===== config.mk =====
export PLATFORM = sky130hd
export DESIGN_NAME = arbiter_requester_flat
export DESIGN_NICKNAME = d
export VERILOG_FILES = /design/src/rtl/arbiter_requester_pkg.sv /design/src/rtl/arbiter_requester_if.sv /design/src/rtl/arbiter_requester_hold_counter.sv /design/src/rtl/arbiter_requester.sv /design/src/flat_wrapper.sv
export SDC_FILE = /design/constraint.sdc
export NUM_CORES = 1
export LEC_CHECK = 0
export ABC_AREA = 1
export BUFFER_PORTS_ARGS = -buffer_cell sky130_fd_sc_hd__buf_2
export CORE_ASPECT_RATIO = 1.25
export CORE_MARGIN = 5
export CORE_UTILIZATION = 28
export CTS_BUF_LIST = sky130_fd_sc_hd__clkbuf_8
export DETAILED_ROUTE_END_ITERATION = 12
export SYNTH_ARGS = -nofsm -noshare
export SYNTH_HDL_FRONTEND = slang
export SYNTH_SLANG_ARGS = --single-unit
export TNS_END_PERCENT = 20

===== constraint.sdc =====
create_clock -name CLK -period 1.29 [get_ports CLK]
set_input_delay 0.0645 -clock CLK [delete_from_list [all_inputs] [get_ports CLK]]
set_output_delay 0.0645 -clock CLK [all_outputs]
set_load 0.02 [all_outputs]

===== src/rtl/arbiter_requester_pkg.sv =====
// Shared types and helpers for the arbiter requester front end.
package arb_pkg;

  localparam int unsigned ARB_N = 2;

  typedef enum logic {
    IDLE,
    TENURE
  } state_t;

  // True when exactly one bit of v is set.
  function automatic logic onehot_check(input logic [31:0] v);
    return (v != '0) && ((v & (v - 32'd1)) == '0);
  endfunction

endpackage


===== src/rtl/arbiter_requester_if.sv =====
// Client/arbiter signal bundle for arbiter_requester; master = clients+arbiter, slave = requester.
interface arbiter_requester_if
  import arb_pkg::*;
#(
  parameter int unsigned N = ARB_N
) ();

  logic [N-1:0] push;
  logic [N-1:0] busy;
  logic [N-1:0] req;
  logic [N-1:0] grant;
  logic [N-1:0] ack;
  logic [N-1:0] owner;
  logic         active;
  logic         err;
  logic         err_clr;

  modport master (
    output push, grant, err_clr,
    input  busy, req, ack, owner, active, err
  );

  modport slave (
    input  push, grant, err_clr,
    output busy, req, ack, owner, active, err
  );

endinterface


===== src/rtl/arbiter_requester_hold_counter.sv =====
// Tenure down counter: loads a start value and counts down, holding at zero.
module hold_counter #(
  parameter int unsigned CW = 8
) (
  input  logic          CLK,
  input  logic          ASYNCRESETN,
  input  logic          i_load,
  input  logic          i_dec,
  input  logic [CW-1:0] i_val,
  output logic [CW-1:0] o_value,
  output logic          o_zero
);

  logic [CW-1:0] r_cnt;

  always_ff @(posedge CLK or negedge ASYNCRESETN) begin
    if (!ASYNCRESETN) begin
      r_cnt <= '0;
    end else if (i_load) begin
      r_cnt <= i_val;
    end else if (i_dec && (r_cnt != '0)) begin
      r_cnt <= r_cnt - CW'(1);
    end
  end

  assign o_value = r_cnt;
  assign o_zero  = (r_cnt == '0);

endmodule


===== src/rtl/arbiter_requester.sv =====
// Requester front end: latches client pushes, drives the arbiter req vector,
// acks the granted client, holds a fixed tenure and flags grant protocol errors.
module arbiter_requester
  import arb_pkg::*;
#(
  parameter int unsigned N    = ARB_N,
  parameter int unsigned HOLD = 3,
  parameter int unsigned CW   = 8
) (
  input  logic                CLK,
  input  logic                ASYNCRESETN,
  arbiter_requester_if.slave  bus
);

  localparam logic [CW-1:0] LOAD = CW'(HOLD - 1);

  state_t        r_state;
  logic [N-1:0]  r_pending;
  logic [N-1:0]  r_ack;
  logic [N-1:0]  r_owner;
  logic          r_err;

  logic [N-1:0]  w_req;
  logic [N-1:0]  w_take;
  logic          w_valid;
  logic          w_err_set;
  logic          w_dec;
  logic          w_zero;
  logic [CW-1:0] w_cnt;

  // Any nonzero grant that is not a valid IDLE grant (including all TENURE grants) is an error.
  always_comb begin
    w_req     = (r_state == IDLE) ? r_pending : '0;
    w_valid   = (r_state == IDLE) && onehot_check(32'(bus.grant))
                && ((bus.grant & ~w_req) == '0);
    w_take    = w_valid ? bus.grant : '0;
    w_err_set = (bus.grant != '0) && !w_valid;
    w_dec     = (r_state == TENURE);
  end

  hold_counter #(.CW(CW)) u_hold (
    .CLK         (CLK),
    .ASYNCRESETN (ASYNCRESETN),
    .i_load      (w_valid),
    .i_dec       (w_dec),
    .i_val       (LOAD),
    .o_value     (w_cnt),
    .o_zero      (w_zero)
  );

  always_ff @(posedge CLK or negedge ASYNCRESETN) begin
    if (!ASYNCRESETN) begin
      r_state   <= IDLE;
      r_pending <= '0;
      r_ack     <= '0;
      r_owner   <= '0;
      r_err     <= 1'b0;
    end else begin
      // A push colliding with its own grant re-arms the pending bit.
      r_pending <= (r_pending & ~w_take) | bus.push;
      r_ack     <= w_take;
      if (w_err_set) begin
        r_err <= 1'b1;
      end else if (bus.err_clr) begin
        r_err <= 1'b0;
      end
      case (r_state)
        IDLE: begin
          if (w_valid) begin
            r_state <= TENURE;
            r_owner <= bus.grant;
          end
        end
        TENURE: begin
          if (w_zero) begin
            r_state <= IDLE;
            r_owner <= '0;
          end
        end
      endcase
    end
  end

  assign bus.req    = w_req;
  assign bus.busy   = r_pending;
  assign bus.ack    = r_ack;
  assign bus.owner  = r_owner;
  assign bus.active = (r_state == TENURE);
  assign bus.err    = r_err;

  a_cnt_range: assert property (@(posedge CLK) disable iff (!ASYNCRESETN) w_cnt <= LOAD);

endmodule


===== src/flat_wrapper.sv =====
// flat-port wrapper written by rule: the top's interface ports become plain ports
module arbiter_requester_flat import arb_pkg::*;
#(
  parameter int unsigned N    = ARB_N,
  parameter int unsigned HOLD = 3,
  parameter int unsigned CW   = 8
)
  (CLK, ASYNCRESETN, bus_push, bus_grant, bus_err_clr, bus_busy, bus_req, bus_ack, bus_owner, bus_active, bus_err);
  arbiter_requester_if #(.N(N)) bus_i ();
  input  logic CLK;
  input  logic ASYNCRESETN;
  input wire logic [$bits(bus_i.push)-1:0] bus_push;
  input wire logic [$bits(bus_i.grant)-1:0] bus_grant;
  input wire logic [$bits(bus_i.err_clr)-1:0] bus_err_clr;
  output wire logic [$bits(bus_i.busy)-1:0] bus_busy;
  output wire logic [$bits(bus_i.req)-1:0] bus_req;
  output wire logic [$bits(bus_i.ack)-1:0] bus_ack;
  output wire logic [$bits(bus_i.owner)-1:0] bus_owner;
  output wire logic [$bits(bus_i.active)-1:0] bus_active;
  output wire logic [$bits(bus_i.err)-1:0] bus_err;
  assign bus_i.push = bus_push;
  assign bus_i.grant = bus_grant;
  assign bus_i.err_clr = bus_err_clr;
  assign bus_busy = bus_i.busy;
  assign bus_req = bus_i.req;
  assign bus_ack = bus_i.ack;
  assign bus_owner = bus_i.owner;
  assign bus_active = bus_i.active;
  assign bus_err = bus_i.err;
  arbiter_requester #(.N(N), .HOLD(HOLD), .CW(CW)) u_core (.CLK(CLK), .ASYNCRESETN(ASYNCRESETN), .bus(bus_i));
endmodule

After elaboration in Yosys (flattened, before gate mapping). Cells that the tools add are included.

Register bits after elaboration: 16. Input port bits: 7.

$add $sub $neg: 2. Reductions and logical operators: 14. Bitwise operators: 7. Mux-type cells: 12. Eq/ne operators: 2.

Operators by type and width (number): $and A2 B32 Y32 (1); $logic_not A32 Y1 (1); $mux W8 (2); $logic_not A8 Y1 (1); $mux W2 (4); $reduce_bool A8 Y1 (1); $sub A8 B1 Y8 const B (1); $reduce_bool A2 Y1 (3); $logic_and A1 B1 Y1 (5); $and A2 B2 Y2 (2); $mux W1 (4); $ne A2 B2 Y1 const B (2); $not A2 Y2 (2); $pmux W2 S2 (1); $sub A2 B1 Y3 const B (1); $logic_not A2 Y1 (1); $or A2 B2 Y2 (1); $pmux W1 S2 (1); $reduce_and A2 Y1 (1); $logic_not A1 Y1 (1); $not A1 Y1 (1).

Logic depth before layout (Yosys ltp).
Depth after elaboration: 10. Gate-level depth with buffers: 9. Depth with buffers taken out: 8.

Cells and area by module. Synthesis repeated with hierarchy kept, for this count alone.

Cell total of the unflattened synthesis: 137. Area, all modules: 980.9 sq um.

Modules (own cells, without submodules): hold_counter (area an instance 596.8 sq um, times used 1, cells each 93); arbiter_requester (area an instance 384.1 sq um, times used 1, cells each 44).

Least setup slack after synthesis. Ideal clock, no wire load.

Kind: reg-to-reg. From: reg u_core.u_hold.r_cnt[0], in the netlist u_core.u_hold.o_value[0]. To: reg u_core.u_hold.r_cnt[1], in the netlist u_core.u_hold.o_value[1]. Cell stages (with the launch flop): 8. Period minus slack after synthesis: 1355 ps. Data arrival time: 1237 ps. Path slack: -65 ps. Cell sequence: dfrtp_1 > inv_1 > ha_1 > nand3_1 > o21ai_4 > nand2_2 > nand2_1 > o21ai_2.

Word-level cells in the longest chain between the ends: 3.

Ends and longest elaborated chain: start, declared (RTL line arbiter_requester_hold_counter.sv:14) `logic [CW-1:0] r_cnt;`; start signal, assigned (RTL line arbiter_requester_hold_counter.sv:20) `r_cnt <= i_val;`; start signal, assigned (RTL line arbiter_requester_hold_counter.sv:22) `r_cnt <= r_cnt - CW'(1);`; $sub A8 B1 Y8 or $reduce_bool A8 Y1 (tied branches) (RTL line arbiter_requester_hold_counter.sv:22, arbiter_requester_hold_counter.sv:21); $mux W8 or $logic_and A1 B1 Y1 (tied branches) (RTL line arbiter_requester_hold_counter.sv:21) `end else if (i_dec && (r_cnt != '0)) begin`; $mux W8 or $reduce_bool A2 Y1 (tied branches).

Parallel ways exist; a longest one is shown, timed or not. The select of a mux whose other input is x is not followed. A chain may end at the register's enable or synchronous reset.

Worst setup path in the final report.
From: reg u_core.u_hold.r_cnt[3], in the netlist u_core.u_hold.o_value[3]. To: reg u_core.u_hold.r_cnt[3], in the netlist u_core.u_hold.o_value[3].

Same word-level chain as after synthesis.

==> flow_metrics.tcl <==
set metrics [dict create \
    placed_area_um2 1070 \
    finalHoldViolations 0 \
    fmax_mhz 788 \
    antennaDiodeCount 0 \
    switchingPower_mw 1.48 \
    slew_headroom_pct 76.2 \
    critical_path_required_ns 1.48 \
    fin_area_um2 1330 \
    cts-root-buf "clkbuf_8" \
    worst-setup-path-type "flop to flop" \
    final_common_cell "buf_2" \
    core_um2 3000 \
    rows 22 \
    antenna_found_initial 0 \
    fillers 263 \
    setup_viol 0 \
    drtIter0Drc 38 \
    hold_depth 4 \
    grtUsageTotal_pct 9.72 \
    yosysTopAreaCell "dfrtp_1" \
    rsz0062_at_grt "yes" \
    drive_gt1_share_pct 49.3 \
    synth.top_cell.area_share_pct 45.4 \
    drt_wl_total_mm 2.23 \
    synthToLayoutAreaGrowth_pct 50.9 \
    worst-r2r-cell-count 6 \
    drt-met1-wl_um 898 \
    clkTransAtPathRegs_ns 0.06 \
    arrival_ns 1.46 \
    dp_hpwl_mm 1.44 \
    path_max_fanout 5 \
    initial_core_util_pct 29.4 \
    ant_nets 0 \
    power_frac_comb_pct 60.7 \
    synth_seq_cells 16 \
    synth_fp_nets 110 \
    total_power_mw 3.32 \
    min_period_over_period_pct 98.3 \
    startpoint_type "flop" \
    grt_first_pass_wirelength_mm 3.15 \
    placed_cells 161 \
    seq_power_share_pct 25.9 \
    die-area_um2 4380 \
    ys_types 22 \
    drcViolationCount 0 \
    clk_latency_ns 0.25 \
    netlist_instances 100 \
    grt-ovfl-total 0 \
    met2_length_mm 1.26 \
    h-tree-depth 1 \
    ios 17 \
    clock-sinks 16 \
    cts_buffers 3 \
    hp-class "primary input to flop" \
    end_kind "flop" \
    gp_congestion 0.846 \
    drt_first_pass_iters 4 \
    p_sw_share_pct 44.6 \
    report.final.slew_viol_count 0 \
    yosys-top-cells-area "dfrtp_1 (45%), nand3_1 (7.9%), nand2_1 (6.8%)" \
    post_drt_wl_per_cell_um 12.6 \
    yosysWarningCount 0 \
    vdd_drop_max_v 0.00171 \
    status "complete, no violations" \
    worst_pin_slew_ns 0.357 \
    netlist_area_um2 882 \
    cts_tree "done" \
    top_layer_used "met4" \
    die_h_um 72.8 \
    portBuffers 16 \
    drv_cap 0 \
    final_nets 151 \
    die_w_um 60.2 \
    fin_skew_ns 0.000763 \
    intPower_mw 1.84 \
    layout_common_cells "buf_2 (16), buf_4 (14), nand2_1 (13), dfrtp_1 (13), nand3_1 (11)" \
    power_density_nw_per_um2 2500 \
    vias 833 \
    p_clk_share_pct 13.4 \
    ys_seq_area_share_pct 45.4 \
    post_drt_via_cell_ratio 4.73 \
    met3_length_um 20 \
    grt_pass1_vias 723 \
    p_leak_nw 0.661 \
    grt_max_degree 23 \
    final_util_pct 44.4 \
    min_period_ns 1.27 \
    avgSynthCellArea_um2 8.82 \
    cts_buffer_depth 2 \
    stdcell_count 176 \
]
-- cell type report --
type                    count  area, µm²  share of cell area, %
multi-input cells          71        531                   39.8
flip-flops and latches     16        404                   30.4
repair buffers             36        248                   18.6
clock buffers               4       55.1                   4.14
inverters                  13       48.8                   3.67
well taps                  36       45.0                   3.38
-- power by group through the flow --
| stage | registers (mW) | logic (mW) | clock network [mW] |
|---|---|---|---|
| global placement | 0.828 | 1.48 | 0 |
| finish | 0.861 | 2.02 | 0.445 |
| global route | 0.879 | 2.20 | 0.474 |
| CTS | 0.828 | 1.60 | 0.462 |
| detailed placement | 0.837 | 1.51 | 0 |
| floorplan | 0.913 | 0.936 | 0 |
-- state kept, by name, summed over array words and instances, names as in the netlist --
register               flops
u_core.bus.owner           2
u_core.bus.ack             2
u_core.bus.active          1
u_core.u_hold.o_value      8
u_core.bus.busy            2
u_core.bus.err             1
-- through the flow --
stage / setup TNS [ns] / worst slack, ns / hold slack, ns
2_1_floorplan: 0 / 0.0126 / -0.231
3_3_place_gp: 0 / 0.0279 / -0.0111
3_5_place_dp: -0.141 / -0.0320 / -0.00305
4_1_cts: -0.00456 / -0.00456 / 0.170
5_1_grt: -0.204 / -0.0532 / 0.198
6_report: 0 / 0.0216 / 0.183
-- repair_timing --
action	4_1_cts	5_1_grt
gates cloned	0	2
setup endpoints to repair	9	11
gates resized for setup	4	26
hold buffers	4	0
pin swaps	2	12
hold endpoints to repair	19	0
buffers inserted	1	4
-- final timing paths --
check,startpoint,endpoint,slack [ns]
setup / recovery,u_core.u_hold.o_value[3],u_core.u_hold.o_value[3],0.02
hold / removal,bus_grant[0],u_core.bus.ack[0],0.18
setup reg to reg,u_core.u_hold.o_value[3],u_core.u_hold.o_value[3],0.02
hold reg to reg,u_core.bus.err,u_core.bus.err,0.51
max in group asynchronous,ASYNCRESETN,u_core.u_hold.o_value[3],0.76
min in group asynchronous,ASYNCRESETN,u_core.bus.busy[1],0.25
-- critical path, stage by stage (launching register included) --
cell,delay (ns)
dfrtp_2,0.45
nor2_4,0.15
nand2_4,0.08
o21ai_4,0.25
buf_6,0.15
nand3_1,0.06
nand2_1,0.06
-- synth_stat cells, drive strengths merged --
library cell	count
o21bai	3
buf	2
a21oi	1
nand3	14
nand2	19
dfrtp	16
nor2	12
xor2	1
a21o	1
nand4	7
o21ai	8
inv	13
ha	3
-- cell families (layout without fill, tap and decap cells) --
logic type                 after synthesis  in the layout  share of synthesized area, %
AOI/OAI and AO/OA                       13             13                          11.5
buffers and inverters                   15             53                          8.08
xor gates and xnor gates                 1              1                         0.993
DFF                                     16             16                          45.4
and+or+nand+nor                         52             54                          29.8
adders and majority gates                3              3                          4.26
-- layer usage --
metal / vias to the layer above / GRT usage (%)
met2: 8 / 16.6
met5: - / 0
li1: 410 / -
met3: 4 / 1.59
met4: 0 / 6.65
met1: 411 / 10.7
Power figures use the tool's default switching activity.
